## src/rtl/alu_cmd_sequencer.sv

```systemverilog
// Command-queue controller for the 16-bit ALU: buffers {opcode, a, b} commands,
// drives the ALU operand/accumulator registers and returns result/error responses.
module alu_cmd_sequencer #(
   parameter int CMD_DEPTH = 4,
   parameter int FAST_LAT  = 1,
   parameter int SLOW_LAT  = 3
) (
   input  logic        clock,
   input  logic        reset,
   input  logic        cmd_valid,
   output logic        cmd_ready,
   input  logic [5:0]  cmd_opcode,
   input  logic [15:0] cmd_a,
   input  logic [15:0] cmd_b,
   output logic [15:0] alu_a,
   output logic [15:0] alu_b,
   output logic [15:0] alu_acc,
   output logic [5:0]  alu_opcode,
   input  logic [31:0] alu_out,
   input  logic        alu_err,
   output logic        rsp_valid,
   input  logic        rsp_ready,
   output logic [31:0] rsp_data,
   output logic        rsp_err,
   output logic        busy,
   output logic        err_sticky,
   input  logic        err_clear
);

   localparam int AW      = $clog2(CMD_DEPTH);
   localparam int CW      = AW + 1;
   localparam int MAX_LAT = (SLOW_LAT > FAST_LAT) ? SLOW_LAT : FAST_LAT;
   localparam int LW      = (MAX_LAT > 1) ? $clog2(MAX_LAT) : 1;
   localparam logic [5:0] OP_CLR = 6'd0;
   localparam logic [5:0] OP_NOP = 6'd25;

   typedef struct packed {
      logic [5:0]  opcode;
      logic [15:0] a;
      logic [15:0] b;
   } cmd_t;

   typedef enum logic [1:0] {IDLE, WAIT, RESP} state_t;

   cmd_t            mem [CMD_DEPTH];
   cmd_t            head;
   logic [AW-1:0]   wr_ptr, rd_ptr;
   logic [CW-1:0]   count;
   logic            full, empty, push;
   logic            pop, done, accept;
   logic [LW-1:0]   lat_cnt;
   logic            illegal;
   state_t          state, state_nxt;

   function automatic logic is_slow(input logic [5:0] op);
      return op inside {6'd4, 6'd5, 6'd8, 6'd9, 6'd16, 6'd17, 6'd20, 6'd21};
   endfunction

   function automatic logic is_err_op(input logic [5:0] op);
      return op inside {6'd4, 6'd5, 6'd6, 6'd7, 6'd9, 6'd16, 6'd17, 6'd18, 6'd19, 6'd21};
   endfunction

   // Illegal opcodes skip the ALU wait entirely (one-cycle latency).
   function automatic logic [LW-1:0] lat_m1(input logic [5:0] op);
      if (op > OP_NOP)  return '0;
      else if (is_slow(op)) return LW'(SLOW_LAT - 1);
      else              return LW'(FAST_LAT - 1);
   endfunction

   assign full      = (count == CW'(CMD_DEPTH));
   assign empty     = (count == '0);
   assign cmd_ready = !full;
   assign push      = cmd_valid && cmd_ready;
   assign head      = mem[rd_ptr];
   assign busy      = (state != IDLE) || !empty;
   assign illegal   = (alu_opcode > OP_NOP);

   always_ff @(posedge clock) begin
      if (push) mem[wr_ptr] <= '{opcode: cmd_opcode, a: cmd_a, b: cmd_b};
   end

   always_ff @(posedge clock or posedge reset) begin
      if (reset) begin
         wr_ptr <= '0;
         rd_ptr <= '0;
         count  <= '0;
      end else begin
         if (push) wr_ptr <= wr_ptr + 1'b1;
         if (pop)  rd_ptr <= rd_ptr + 1'b1;
         case ({push, pop})
            2'b10:   count <= count + 1'b1;
            2'b01:   count <= count - 1'b1;
            default: count <= count;
         endcase
      end
   end

   always_ff @(posedge clock or posedge reset) begin
      if (reset) state <= IDLE;
      else       state <= state_nxt;
   end

   always_comb begin
      state_nxt = state;
      pop       = 1'b0;
      done      = 1'b0;
      accept    = 1'b0;
      case (state)
         IDLE: if (!empty) begin
            pop       = 1'b1;
            state_nxt = WAIT;
         end
         WAIT: if (lat_cnt == '0) begin
            done      = 1'b1;
            state_nxt = RESP;
         end
         RESP: if (rsp_ready) begin
            accept    = 1'b1;
            state_nxt = IDLE;
         end
         default: state_nxt = IDLE;
      endcase
   end

   always_ff @(posedge clock or posedge reset) begin
      if (reset) begin
         alu_a      <= '0;
         alu_b      <= '0;
         alu_acc    <= '0;
         alu_opcode <= OP_NOP;
         lat_cnt    <= '0;
         rsp_valid  <= 1'b0;
         rsp_data   <= '0;
         rsp_err    <= 1'b0;
         err_sticky <= 1'b0;
      end else begin
         if (pop) begin
            alu_a      <= head.a;
            alu_b      <= head.b;
            alu_opcode <= head.opcode;
            lat_cnt    <= lat_m1(head.opcode);
         end else if (state == WAIT && !done) begin
            lat_cnt <= lat_cnt - 1'b1;
         end
         // The ALU error line is not self-clearing, so mask it to error-capable opcodes.
         if (done) begin
            rsp_valid <= 1'b1;
            rsp_data  <= (alu_opcode == OP_CLR || illegal) ? 32'd0 : alu_out;
            rsp_err   <= illegal || (is_err_op(alu_opcode) && alu_err);
         end
         if (accept) begin
            rsp_valid  <= 1'b0;
            alu_opcode <= OP_NOP;
            if (alu_opcode == OP_CLR)                   alu_acc <= '0;
            else if (alu_opcode != OP_NOP && !illegal)  alu_acc <= alu_out[15:0];
         end
         err_sticky <= (err_sticky && !err_clear) || (accept && rsp_err);
      end
   end

endmodule

```

## config.mk

```make
export PLATFORM = sky130hd
export DESIGN_NAME = alu_cmd_sequencer
export DESIGN_NICKNAME = d
export VERILOG_FILES = /design/src/rtl/alu_cmd_sequencer.sv
export SDC_FILE = /design/constraint.sdc
export NUM_CORES = 1
export LEC_CHECK = 0
export BUFFER_PORTS_ARGS = -buffer_cell sky130_fd_sc_hd__buf_2
export CAP_MARGIN = 20
export CORE_ASPECT_RATIO = 0.7
export CORE_MARGIN = 3
export CORE_UTILIZATION = 52
export CTS_BUF_LIST = sky130_fd_sc_hd__clkbuf_4 sky130_fd_sc_hd__clkbuf_8
export CTS_CLUSTER_SIZE = 40
export DETAILED_ROUTE_END_ITERATION = 6
export MAX_ROUTING_LAYER = met4
export PLACE_DENSITY = 0.78
export SLEW_MARGIN = 20
export SYNTH_ARGS = -nofsm -noshare
export SYNTH_HDL_FRONTEND = slang
export SYNTH_SLANG_ARGS = --single-unit
export TNS_END_PERCENT = 5
```

## constraint.sdc

```tcl
create_clock -name clock -period 3.23 [get_ports clock]
set_input_delay 0.646 -clock clock [delete_from_list [all_inputs] [get_ports clock]]
set_output_delay 0.646 -clock clock [all_outputs]
set_load 0.02 [all_outputs]
```

* Word level (Yosys, flattened, before mapping)
Memory sizes are Yosys's and may differ from the RTL's. Index checks and enable logic that the tools add are counted.
Word-level totals: flip-flop bits (word level) 100, bits in latches 0, RAM bits 152, memory bits (read-only) 0, output and inout port bits 91, word-level logic and storage cells 101, memories kept 1
Memory list:
- mem | depth 4, width 38, read ports 1, clocked after Yosys merged registers in 0, write ports 1, RTL line 45 | cmd_t mem [CMD_DEPTH];
Operators by class: $add $sub $neg 5, $mul 0, divide/modulo/power cells 0, $lt $le $gt $ge 2, equal/unequal tests 27, shifts and indexed selects 0, muxes and demuxes 24, bitwise logic cells 0, reductions and logical operators 29
Operators with widths (count):
- equality test 6 x 5 -> 1 bit, second input constant | 9
- equality test 6 x 3 -> 1 bit, second input constant | 6
- two-way mux 16 bit | 2
- two-way mux 32 bit | 1
- equality test 6 x 4 -> 1 bit, second input constant | 3
- two-way mux 2 bit | 7
- greater-than comparator 6 x 5 -> 1 bit, second input constant | 2
- two-way mux 6 bit | 2
- nonzero test 2 bit | 6
- two-way mux 1 bit | 10
- nonzero test 10 bit | 1
- nonzero test 8 bit | 1
- logical AND 1 bit | 6
- zero test 6 bit | 1
- inequality test 2 bit, second input constant | 3
- inequality test 6 x 5 -> 1 bit, second input constant | 1
- one-hot mux 2 bit (3 select lines) | 1
- one-hot mux 3 bit (2 select lines) | 1
- zero test 1 bit | 5
- adder 2 x 1 -> 2 bit, second input constant | 2
- equality test 2 x 1 -> 1 bit, second input constant | 2
- equality test 2 bit, second input constant | 2
- zero test 2 bit | 2
- logical OR 1 bit | 4
- other kinds (7) | 7

* Logic depth before layout (Yosys ltp)
Gate-level depths: netlist of the first run.
depth in word-level cells 7, mapped depth 10

* Least setup slack after synthesis of the first run
No wires, ideal clock.
kind reg2reg, start register count[0], end register count[2], library setup time 79 ps, arrival 2023 ps, slack 1127 ps, stages on the path, launching flop included 11, path buffers 0, period minus slack after synthesis 2103 ps, path through dfrtp_1 inv_1 nand3_1 and2_1 inv_1 ha_1 inv_1 fa_1 xor2_1 nor2_1 xor2_1
Between the ends: longest elaborated chain between the ends 5
Ends and longest elaborated chain:
- start, declared | RTL line 48 | logic [CW-1:0] count;
- start signal, assigned | RTL line 91 | 2'b10: count <= count + 1'b1;
- start signal, assigned | RTL line 92 | 2'b01: count <= count - 1'b1;
- start signal, assigned | RTL line 93 | default: count <= count;
- equality test 3 bit * | RTL line 70 | assign full = (count == CW'(CMD_DEPTH));
- zero test 1 bit * | RTL line 72 | assign cmd_ready = !full;
- net cmd_ready | RTL line 11 | output logic cmd_ready,
- logical AND 1 bit * | RTL line 73 | assign push = cmd_valid && cmd_ready;
- equality test 2 x 1 -> 1 bit / equality test 2 bit (equally long branches) | RTL line 90 | case ({push, pop})
- one-hot mux 3 bit (2 select lines) / nonzero test 2 bit (equally long branches)
Mark *: on every way through the listed nets, which the timed path passes. The rest lies on a longest branch. A chain may end at the register's enable or synchronous reset.

* Final worst setup path of the first run
start register lat_cnt[0], end register rsp_data[11]
Between the ends: longest elaborated chain between the ends 3
Ends and longest elaborated chain:
- start, declared | RTL line 51 | logic [LW-1:0] lat_cnt;
- start signal, assigned | RTL line 141 | lat_cnt <= lat_m1(head.opcode);
- start signal, assigned | RTL line 143 | lat_cnt <= lat_cnt - 1'b1;
- zero test 2 bit | RTL line 113 | WAIT: if (lat_cnt == '0) begin
- two-way mux 1 bit | RTL line 113
- two-way mux 1 bit | RTL line 108 | case (state)
- end signal, assigned | RTL line 148 | rsp_data <= (alu_opcode == OP_CLR || illegal) ? 32'd0 : alu_out;
- end, declared | RTL line 23 | output logic [31:0] rsp_data,
Every way passes these cells.

==> metrics.md, run 1 <==
| Metric | Value |
|---|---|
| Critical Path RT | `3650 ps` |
| GR Overflow Total | `0` |
| Port buffer count | `166` |
| DRC errors left | `0` |
| P_int | `7.47 mW` |
| Worst EP arrival | `2570 ps` |
| Die width | `168 µm` |
| Routability cong. | `0.841` |
| Syn Nets | `706` |
| Worst Tran Pin Value | `1020 ps` |
| Most common library cells after synthesis | `179 x nand2_1, 152 x edfxtp_1, 97 x dfrtp_1` |
| Clk_lat worst skew | `510 ps` |
| CORE AREA | `17600 µm²` |
| Vias per cell | `5.41` |
| Register bit total from synthesis | `252` |
| PwrDens | `1020 nW/µm²` |
| Initial core utilization | `54.4%` |
| Vias | `5759` |
| Final setup TNS | `0 ps` |
| Cts bufs inserted | `38` |
| Hold Path Class | `in -> async` |
| CTS tree | `built` |
| Top-count cell post-synth | `nand2_1` |
| Register area share after synthesis | `73.7%` |
| Fraction of layout cells with a size suffix above 1 | `34.9%` |
| FP Rows | `40` |
| Comb power frac | `34.7%` |
| Max-slew headroom | `32.2%` |
| PostCTS Resize Cnt | `0` |
| Switch share | `35.7%` |
| Primary FF master, synth | `edfxtp_1` |
| Hold Fails Final Rpt | `0` |
| Fin crit period | `2150 ps` |
| Die Footprint | `20100 µm²` |
| Total Routing Usage GR | `20.4%` |
| Mapped Cells | `623` |
| Final ANT Viol Nets | `0` |
| Max Fclk | `466 MHz` |
| Maximum VDD drop | `0.000526 V` |
| Nets@finish | `888` |
| 1st-iter DRT viols | `561` |
| RSZ-0062 raised after global routing | `no` |
| Sequential Power Share | `42.8%` |
| Top-area cell type share of the netlist area | `47.6%` |
| PnR worst setup slack | `1080 ps` |
| TritonRoute pass-1 iters | `5` |
| Crit share post-route | `66.5%` |
| Synth area leaders | `edfxtp_1 48%, dfrtp_1 25%, mux4_2 8.9%` |
| Clk slew on worst S/H paths | `70 ps` |
| Async SR Flop Fraction | `39.7%` |
| Area Overhead vs Synth | `19.4%` |
| Avg Cell Area, Syn | `15.4 µm²` |
| CTS Hold Bufs | `0` |
| Unique cell type count in the Yosys netlist | `39` |
| H-tree levels | `2` |
| Max Root-Sink Buffers | `3` |
| Detailed placement HPWL | `12.9 mm` |
| Final WL | `19.7 mm` |
| Ys Warns | `0` |
| Number of antenna violations at the first check in global routing | `0` |
| Largest net degree at the start of global routing | `45` |
| CP Capture Type | `register` |
| Netlist Area Pre-Place | `9590 µm²` |
| Setup Fix Bufs, Post-CTS | `0` |
| Global-route wire length before repair | `31.7 mm` |
| Startpoint Class | `register` |
| Vias in the first global route | `6024` |
| IO Pins | `167` |
| Net switching power | `4.16 mW` |
| Clock share of power | `22.5%` |
| Post-synth EDFFs | `152` |
| Setup WS pre-CTS | `1060 ps` |
| CTS Root Cell | `clkbuf_8` |
| Drt wl/cell | `18.5 µm` |
| Setup-failing EPs final | `0` |
| Clk sinks | `252` |
| Antenna cell count | `0` |
| Max-cap viol count | `0` |
| Status | `complete, no violations` |
| Crit Path Class | `reg -> reg` |
| Final Max Slew Viols | `0` |
| Crit Path Max Fanout | `18` |
| Die Ht | `120 µm` |
| Reg2reg setup slack | `1080 ps` |
| Yosys top cell by area | `edfxtp_1` |
| Skew final | `26.9 ps` |
| Pleak | `4.84 nW` |
-- final timing paths --
path                             from             to  cells after the start
min in group clock           cmd_a[4]     mem[2][20]                      1
setup / recovery           lat_cnt[0]   rsp_data[11]                      5
hold reg to reg              alu_b[3]       alu_b[3]                      2
hold / removal                  reset       alu_a[6]                      2
max in group asynchronous       reset  alu_opcode[0]                      4
setup reg to reg           lat_cnt[0]   rsp_data[11]                      5
-- registers in the layout (all words and copies together), names as in the netlist --
register,count
alu_a,16
wr_ptr,2
mem,152
rd_ptr,2
count,3
err_sticky,1
lat_cnt,2
rsp_valid,1
rsp_data,32
alu_acc,16
rsp_err,1
state,2
alu_b,16
alu_opcode,6
-- cell usage in the layout, fill, tap and decap left out, types with 2 or more instances in the layout --
master / instances
nand2_1: 179
clkinv_1: 8
xnor2_1: 6
clkbuf_4: 8
mux2i_1: 2
and3_2: 4
a32o_1: 16
clkinvlp_4: 2
xor2_1: 3
o21ai_0: 41
nand3b_1: 2
buf_2: 166
edfxtp_1: 152
a21oi_1: 2
nor2_1: 7
ha_1: 6
buf_4: 6
or2_2: 2
dfrtp_1: 95
clkbuf_8: 47
dfrtp_2: 2
and2_1: 2
mux4_2: 38
dfstp_2: 3
buf_12: 3
inv_1: 10
clkinv_2: 4
-- logic make-up (layout without fill, tap and decap cells) --
kind of cell | after synthesis | in the layout | synth area share (%)
multiplexers | 41 | 41 | 9.25
XOR/XNOR | 9 | 9 | 0.822
AO/OA/AOI/OAI | 63 | 63 | 4.25
buffers and inverters | 45 | 255 | 2.20
adder cells (fa/ha/maj) | 7 | 7 | 0.991
AND/OR/NAND/NOR | 206 | 206 | 8.77
flip-flops | 252 | 252 | 73.7
-- critical path: stages (launching register included) --
cell     delay (ps)
dfrtp_1         390
inv_1            60
ha_1            180
and3b_1         540
and2_1          630
a32o_1          280
-- per-layer routing --
metal  vias up  global-route usage, %  routed length [µm]
li1       2616                      -                   -
met1      2881                   28.2                8550
met2       234                   31.9                9520
met3        28                   4.31                1400
met4         0                   5.06                 256
met5         -                      -                   0
-- power by group through the flow --
stage          logic (mW)  registers, mW  clock network [mW]
6_report             4.03           4.98                2.62
3_3_place_gp         3.94           4.97                   0
2_1_floorplan        2.33           5.45                   0
4_1_cts              4.09           4.99                2.68
5_1_grt              4.44           5.09                2.87
3_5_place_dp         4.07           5.05                   0
-- through the flow --
step           hold slack, ps  area [µm²]  power [mW]  std cells  util [%]
2_1_floorplan             464        9600        7.78        623         -
3_3_place_gp              456       10600        8.90        995      60.4
3_5_place_dp              458       10600        9.12        995      60.4
4_1_cts                   332       11400        11.8       1063      64.9
5_1_grt                   145       11500        12.4       1064      65.0
6_report                  140       11500        11.6       1064      65.0
-- area by class of cell --
type | instances | area, µm²
clock buffer | 55 | 707
clock inverter | 13 | 83.8
fill | 1238 | 6160
inverter | 12 | 48.8
multi-input combinational | 326 | 2320
sequential | 252 | 7070
tap | 231 | 289
timing repair buffer | 175 | 936
(Power assumes the default switching activity.)
==> run 2, diff against run 1 <==
Clock period 3.23 ns to 1.8 ns, I/O delays scaled along.
==> metrics.md, run 2 (same netlist as run 1, synthesis figures left out) <==
| Metric | Value |
|---|---|
| Status | `complete, but fails checks` |
| Violated checks | `negative hold slack, negative setup slack` |
| Final Util | `67.1% (+2.1 points)` |
| Routability cong. | `0.869 (+3.3%)` |
| CP most frequent cell | `inv_2` |
| Final hold slack | `-30.6 ps (-170 ps)` |
| Net switching power | `7.73 mW (+86%)` |
| CP Capture Type | `register` |
| Clk sinks | `252 (unchanged)` |
| PwrDens | `1840 nW/µm² (+81%)` |
| Cts bufs inserted | `38 (unchanged)` |
| Switch share | `35.5% (-0.24 points)` |
| Max Fclk | `525 MHz (+13%)` |
| DRC errors left | `0 (unchanged)` |
| Vias | `5901 (+2.5%)` |
| Critical R2R Launch | `count[0]` |
| Initial core utilization | `54.4% (unchanged)` |
| Comb power frac | `37.6% (+2.9 points)` |
| Crit Path Max Fanout | `3 (-15)` |
| Fin crit period | `1900 ps (-242 ps)` |
| Global-route wire length before repair | `32.8 mm (+3.7%)` |
| Crit path cell chain | `inv_2, nand3_2, and2_4, inv_2, ha_4, inv_2, fa_2, xor2_2, nor2_2, xor2_1` |
| Worst EP arrival | `2320 ps (-250 ps)` |
| Vias per cell | `5.37 (-0.80%)` |
| Reg2Reg Depth | `10 (+5)` |
| Detailed placement HPWL | `12.9 mm (+0.35%)` |
| Max-cap viol count | `0 (unchanged)` |
| CP startpoint | `count[0]` |
| RSZ-0062 raised after global routing | `yes` |
| Maximum VDD drop | `0.000903 V (+72%)` |
| H-tree levels | `2 (unchanged)` |
| Max Root-Sink Buffers | `3 (unchanged)` |
| Vias in the first global route | `6335 (+5.2%)` |
| Max-slew headroom | `62.6% (+30 points)` |
| CP max stage cell | `dfrtp_1` |
| Clk_lat worst skew | `520 ps (about the same)` |
| Critical Path RT | `2210 ps (-1440 ps)` |
| 1st-iter DRT viols | `452 (-19%)` |
| Worst Tran Pin Value | `560 ps (-456 ps)` |
| Crit-path max cell delay | `410 ps (-220 ps)` |
| Die Footprint | `20100 µm² (unchanged)` |
| IO Pins | `167 (unchanged)` |
| Clk slew on worst S/H paths | `70 ps (about the same)` |
| Total Routing Usage GR | `21.1% (+0.68 points)` |
| CTS tree | `built` |
| Final ANT Viol Nets | `0 (unchanged)` |
| Crit share post-route | `106% (+39 points)` |
| Final Max Slew Viols | `0 (unchanged)` |
| CTS Root Cell | `clkbuf_8` |
| Most frequent cells in the layout | `179 x nand2_1, 165 x buf_2, 152 x edfxtp_1, 94 x dfrtp_1` |
| CORE AREA | `17600 µm² (unchanged)` |
| PnR worst setup slack | `-105 ps (-1190 ps)` |
| FP Rows | `40 (unchanged)` |
| Area Overhead vs Synth | `23.3%` |
| Sequential Power Share | `40.4% (-2.4 points)` |
| Commonest non-fill, non-tap cell in the layout | `nand2_1` |
| Port buffer count | `166 (unchanged)` |
| Non-filler cells in the finished layout | `1099 (+3.3%)` |
| Clock share of power | `21.9% (-0.6 points)` |
| P_int | `14.0 mW (+88%)` |
| TritonRoute pass-1 iters | `5 (unchanged)` |
| Largest net degree at the start of global routing | `101 (+120%)` |
| Final WL | `20.4 mm (+3.2%)` |
| Skew final | `20.4 ps (-6.57 ps)` |
| Register with the most flip-flops | `mem` |
| Max FFs per register | `152 (unchanged)` |
| Pleak | `5.04 nW (+4.0%)` |
| Filler cells | `1201 (-3.0%)` |
| Number of antenna violations at the first check in global routing | `1 (+1)` |
| Hold Path Class | `in -> async` |
| Largest regs | `mem x152, rsp_data x32` |
| Nets@finish | `921 (+3.7%)` |
| Crit Path Class | `reg -> reg` |
| Final setup TNS | `-217 ps (-217 ps)` |
| Number of instances in the placed design | `1021 (+2.6%)` |
| Total power | `21.8 mW (+87%)` |
| Hold Fails Final Rpt | `12 (+12)` |
| Worst r2r dst | `count[2]` |
| Die Ht | `120 µm (unchanged)` |
| Startpoint Class | `register` |
| Setup-failing EPs final | `3 (+3)` |
| Die width | `168 µm (unchanged)` |
| CP endpoint | `count[2]` |
| GR Overflow Total | `0 (unchanged)` |
| Reg2reg setup slack | `-100 ps (-1190 ps)` |
| Fraction of layout cells with a size suffix above 1 | `39.9% (+5.0 points)` |
| Drt wl/cell | `18.5 µm (-0.11%)` |
run 2: layer usage:
metal	GRT usage, %	wire length, µm	vias to the layer above
met5	-	0	-
met4	5.72	422	0
met3	5.43	1460	42
met2	34.3	9840	215
met1	26.9	8620	2953
li1	-	-	2691
run 2: worst min path at each step:
stage / from / end / slack, ps / cells after the start
2_1_floorplan: err_clear / err_sticky / 460 / 1
3_3_place_gp: alu_b[5] / alu_b[5] / 450 / 2
3_5_place_dp: alu_b[13] / alu_b[13] / 460 / 2
4_1_cts: reset / alu_b[14] / 2 / 3
5_1_grt: reset / alu_b[14] / 10 / 3
6_report: reset / alu_b[14] / -30 / 3
run 2: final cells by class:
cell class	count	area, µm²	share of cell area, %
tap	231	289	2.44
clock inverter	6	66.3	0.561
antenna	1	2.50	0.0212
timing repair buffer	208	1250	10.6
clock buffer	63	729	6.17
sequential	252	7070	59.8
multi-input combinational	326	2360	20.0
inverter	12	50.0	0.423
run 2: power by group through the flow:
stage	combinational [mW]	clock, mW	sequential (mW)
global placement	7.71	0	8.76
global route	8.98	5.17	8.97
floorplan	4.18	0	9.78
CTS	8.23	4.88	8.79
detailed placement	7.98	0	8.88
finish	8.19	4.77	8.80
run 2: what timing repair did:
item / 4_1_cts / 5_1_grt
buffers inserted: 8 / 1
pin swaps: 18 / 9
gates resized for setup: 13 / 5
hold buffers: 0 / 0
hold endpoints to repair: 0 / 0
gates cloned: 0 / 0
setup endpoints to repair: 16 / 25
run 2: worst max-delay path: cells and delay by family (launching register included):
kind	cells	cell delay, ps
fa+ha+maj	2	480
simple gates	3	360
xor+xnor	2	360
buf+inv	3	200
flops	1	410
run 2: stage by stage:
| step | hold slack, ps | setup slack, ps | area [µm²] |
|---|---|---|---|
| after floorplan | 456 | -303 | 9600 |
| after global placement | 452 | 0.230 | 10900 |
| after detailed placement | 458 | -189 | 10900 |
| final | -30.6 | -105 | 11800 |
| after CTS | 2.35 | -137 | 11800 |
| after global routing | 10.1 | -189 | 11800 |
==> run 3, diff against run 2 <==
Settings changed: CELL_PAD_IN_SITES_DETAIL_PLACEMENT from default to 1, CELL_PAD_IN_SITES_GLOBAL_PLACEMENT from default to 2, CORE_UTILIZATION 52 to 37, PLACE_DENSITY 0.78 to default, PLACE_DENSITY_LB_ADDON from default to 0.1.
==> metrics.md, run 3 (same netlist as run 1, synthesis figures left out) <==
| Metric | Value |
|---|---|
| Fin crit period | `1830 ps (-71.3 ps)` |
| TritonRoute pass-1 iters | `4 (-1)` |
| CTS tree | `built` |
| PnR worst setup slack | `-33.2 ps (+71.3 ps)` |
| Initial core utilization | `38.3% (-16 points)` |
| CTS Root Cell | `clkbuf_8` |
| Clk sinks | `252 (unchanged)` |
| Worst hold endpoint | `mem[3][13]` |
| Vias | `5938 (+0.63%)` |
| GR Overflow Total | `0 (unchanged)` |
| Filler cells | `2556 (+110%)` |
| Final hold slack | `38.2 ps (+68.8 ps)` |
| Drt wl/cell | `19.3 µm (+4.3%)` |
| FP Rows | `48 (+20%)` |
| Detailed placement HPWL | `15.5 mm (+20%)` |
| Clk slew on worst S/H paths | `60 ps (about the same)` |
| Final setup TNS | `-84.0 ps (+133 ps)` |
| Max Root-Sink Buffers | `3 (unchanged)` |
| Met2 Use GR | `27.3% (-7.0 points)` |
| CP Capture Type | `register` |
| GR Util met1 | `23.7% (-3.2 points)` |
| Final Max Slew Viols | `0 (unchanged)` |
| CP delay by family, top | `simple AND/OR/NAND/NOR gates` |
| Met3 Use GR | `3.73% (-1.7 points)` |
| Most frequent cells in the layout | `179 x nand2_1, 165 x buf_2, 152 x edfxtp_1, 95 x dfrtp_1, 49 x clkbuf_8` |
| 1st-iter DRT viols | `260 (-42%)` |
| Die Ht | `141 µm (+18%)` |
| Crit share post-route | `102% (-4.0 points)` |
| Status | `complete, but fails checks` |
| Crit Path Class | `reg -> reg` |
| Max-cap viol count | `0 (unchanged)` |
| Worst Tran Pin Value | `560 ps (-0.493 ps)` |
| Nets@finish | `933 (+1.3%)` |
| Reg2Reg Depth | `9 (-1)` |
| Crit-path max cell delay | `410 ps (about the same)` |
| Max-slew headroom | `62.7% (about the same)` |
| Setup WS pre-CTS | `-149 ps (+39.7 ps)` |
| Max FFs per register | `152 (unchanged)` |
| Routability cong. | `0.756 (-13%)` |
| H-tree levels | `2 (unchanged)` |
| Vias per cell | `4.90 (-8.8%)` |
| Reg2reg setup slack | `-30 ps (+70 ps)` |
| Number of antenna violations at the first check in global routing | `4 (+3)` |
| Final ANT Viol Nets | `0 (unchanged)` |
| Startpoint Class | `register` |
| Commonest non-fill, non-tap cell in the layout | `nand2_1` |
| Clk_lat worst skew | `530 ps (about the same)` |
| Max Fclk | `545 MHz (+3.9%)` |
| Area Overhead vs Synth | `26.6%` |
| Crit Path Max Fanout | `3 (unchanged)` |
| Vias in the first global route | `6620 (+4.5%)` |
| Maximum VDD drop | `0.000737 V (-18%)` |
| Worst r2r dst | `count[2]` |
| Hold Fails Final Rpt | `0 (-12)` |
| Critical Path RT | `2250 ps (+40 ps)` |
| Violated checks | `negative setup slack` |
| Cts bufs inserted | `41 (+7.9%)` |
| Area of the multi-input gates | `2350 µm² (-0.74%)` |
| Fraction of layout cells with a size suffix above 1 | `40.0% (+0.070 points)` |
| Global-route wire length before repair | `36.9 mm (+12%)` |
| Largest regs | `mem x152, rsp_data x32` |
| Worst EP arrival | `2280 ps (-40 ps)` |
| RSZ-0062 raised after global routing | `yes` |
| IO Pins | `167 (unchanged)` |
| Hold path startpoint | `cmd_b[13]` |
| Largest net degree at the start of global routing | `45 (-55%)` |
| Hold Path Class | `in -> reg` |
| Setup-failing EPs final | `4 (+1)` |
| DRC errors left | `0 (unchanged)` |
| Critical R2R Launch | `count[0]` |
| FF+latch area | `7070 µm² (about the same)` |
| CP max stage cell | `dfrtp_1` |
| CORE AREA | `25000 µm² (+42%)` |
| Number of buffer and inverter stages on the critical path | `3 (unchanged)` |
| Die width | `198 µm (+18%)` |
| Port buffer count | `166 (unchanged)` |
| Die Footprint | `27900 µm² (+39%)` |
| Total Routing Usage GR | `17.5% (-3.6 points)` |
| Pleak | `5.14 nW (+2.1%)` |
| Register with the most flip-flops | `mem` |
| Hold Path Stages | `1` |
| Skew final | `20.0 ps (-0.357 ps)` |
| GRT busiest layer | `met2` |
| Final WL | `23.4 mm (+15%)` |
| Final Util | `48.5% (-19 points)` |
| PwrDens | `1830 nW/µm² (-0.28%)` |
| Crit path cell chain | `nor3_1, nand2b_2, inv_2, ha_4, buf_4, buf_4, xor2_1, nor2_1, xor2_1` |
run 3: cell types whose count changed in the layout (fill, tap and decap cells not counted), moves of 3 or more:
cell and change:
clkbuf_4 -4, clkbuf_8 +8, diode_2 +3, dlygate4sd3_1 +4, clkinv_2 +4, buf_12 +5
run 3: metrics by stage:
step                      area [µm²]  total power, mW  std cells
final                          12100             22.3       1212
after CTS                      12100             22.6       1206
after global placement         11200             16.9       1123
after global routing           12100             23.8       1211
after detailed placement       11200             17.3       1123
after floorplan                 9600             14.0        623
run 3: final cells by class:
type / instances / share of cell area [%]
diodes: 4 / 0.0825
clock buffers: 67 / 6.67
well taps: 325 / 3.35
multi-input cells: 326 / 19.3
flip-flops and latches: 252 / 58.3
inverters: 12 / 0.402
clock inverters: 9 / 0.454
repair buffers: 217 / 11.4
run 3: metal layers:
metal | wire length, µm | up-vias
met2 | 11200 | 112
met3 | 909 | 37
met4 | 388 | 0
met1 | 11000 | 3071
met5 | 0 | -
li1 | - | 2718
run 3: timing repair:
item	in CTS	in global routing
buffers inserted	3	2
hold endpoints to repair	20	0
hold buffers	4	0
gates resized for setup	5	6
endpoints found under the setup margin	20	31
pin swaps	17	8
run 3: power breakdown:
group | internal, mW | total [mW] | switching (mW)
sequential | 7.98 | 8.78 | 0.794
combinational | 3.41 | 8.38 | 4.97
clock | 2.86 | 5.11 | 2.25
total | 14.3 | 22.3 | 8.02
run 3: how the worst max path moves through the flow:
stage,from,end,slack (ps),cells after the start
after floorplan,count[0],count[2],-300,10
after global placement,count[1],count[2],-30,10
after detailed placement,count[1],count[2],-150,10
after CTS,count[0],busy,-40,3
after global routing,count[0],count[2],-150,9
final,count[0],count[2],-30,9
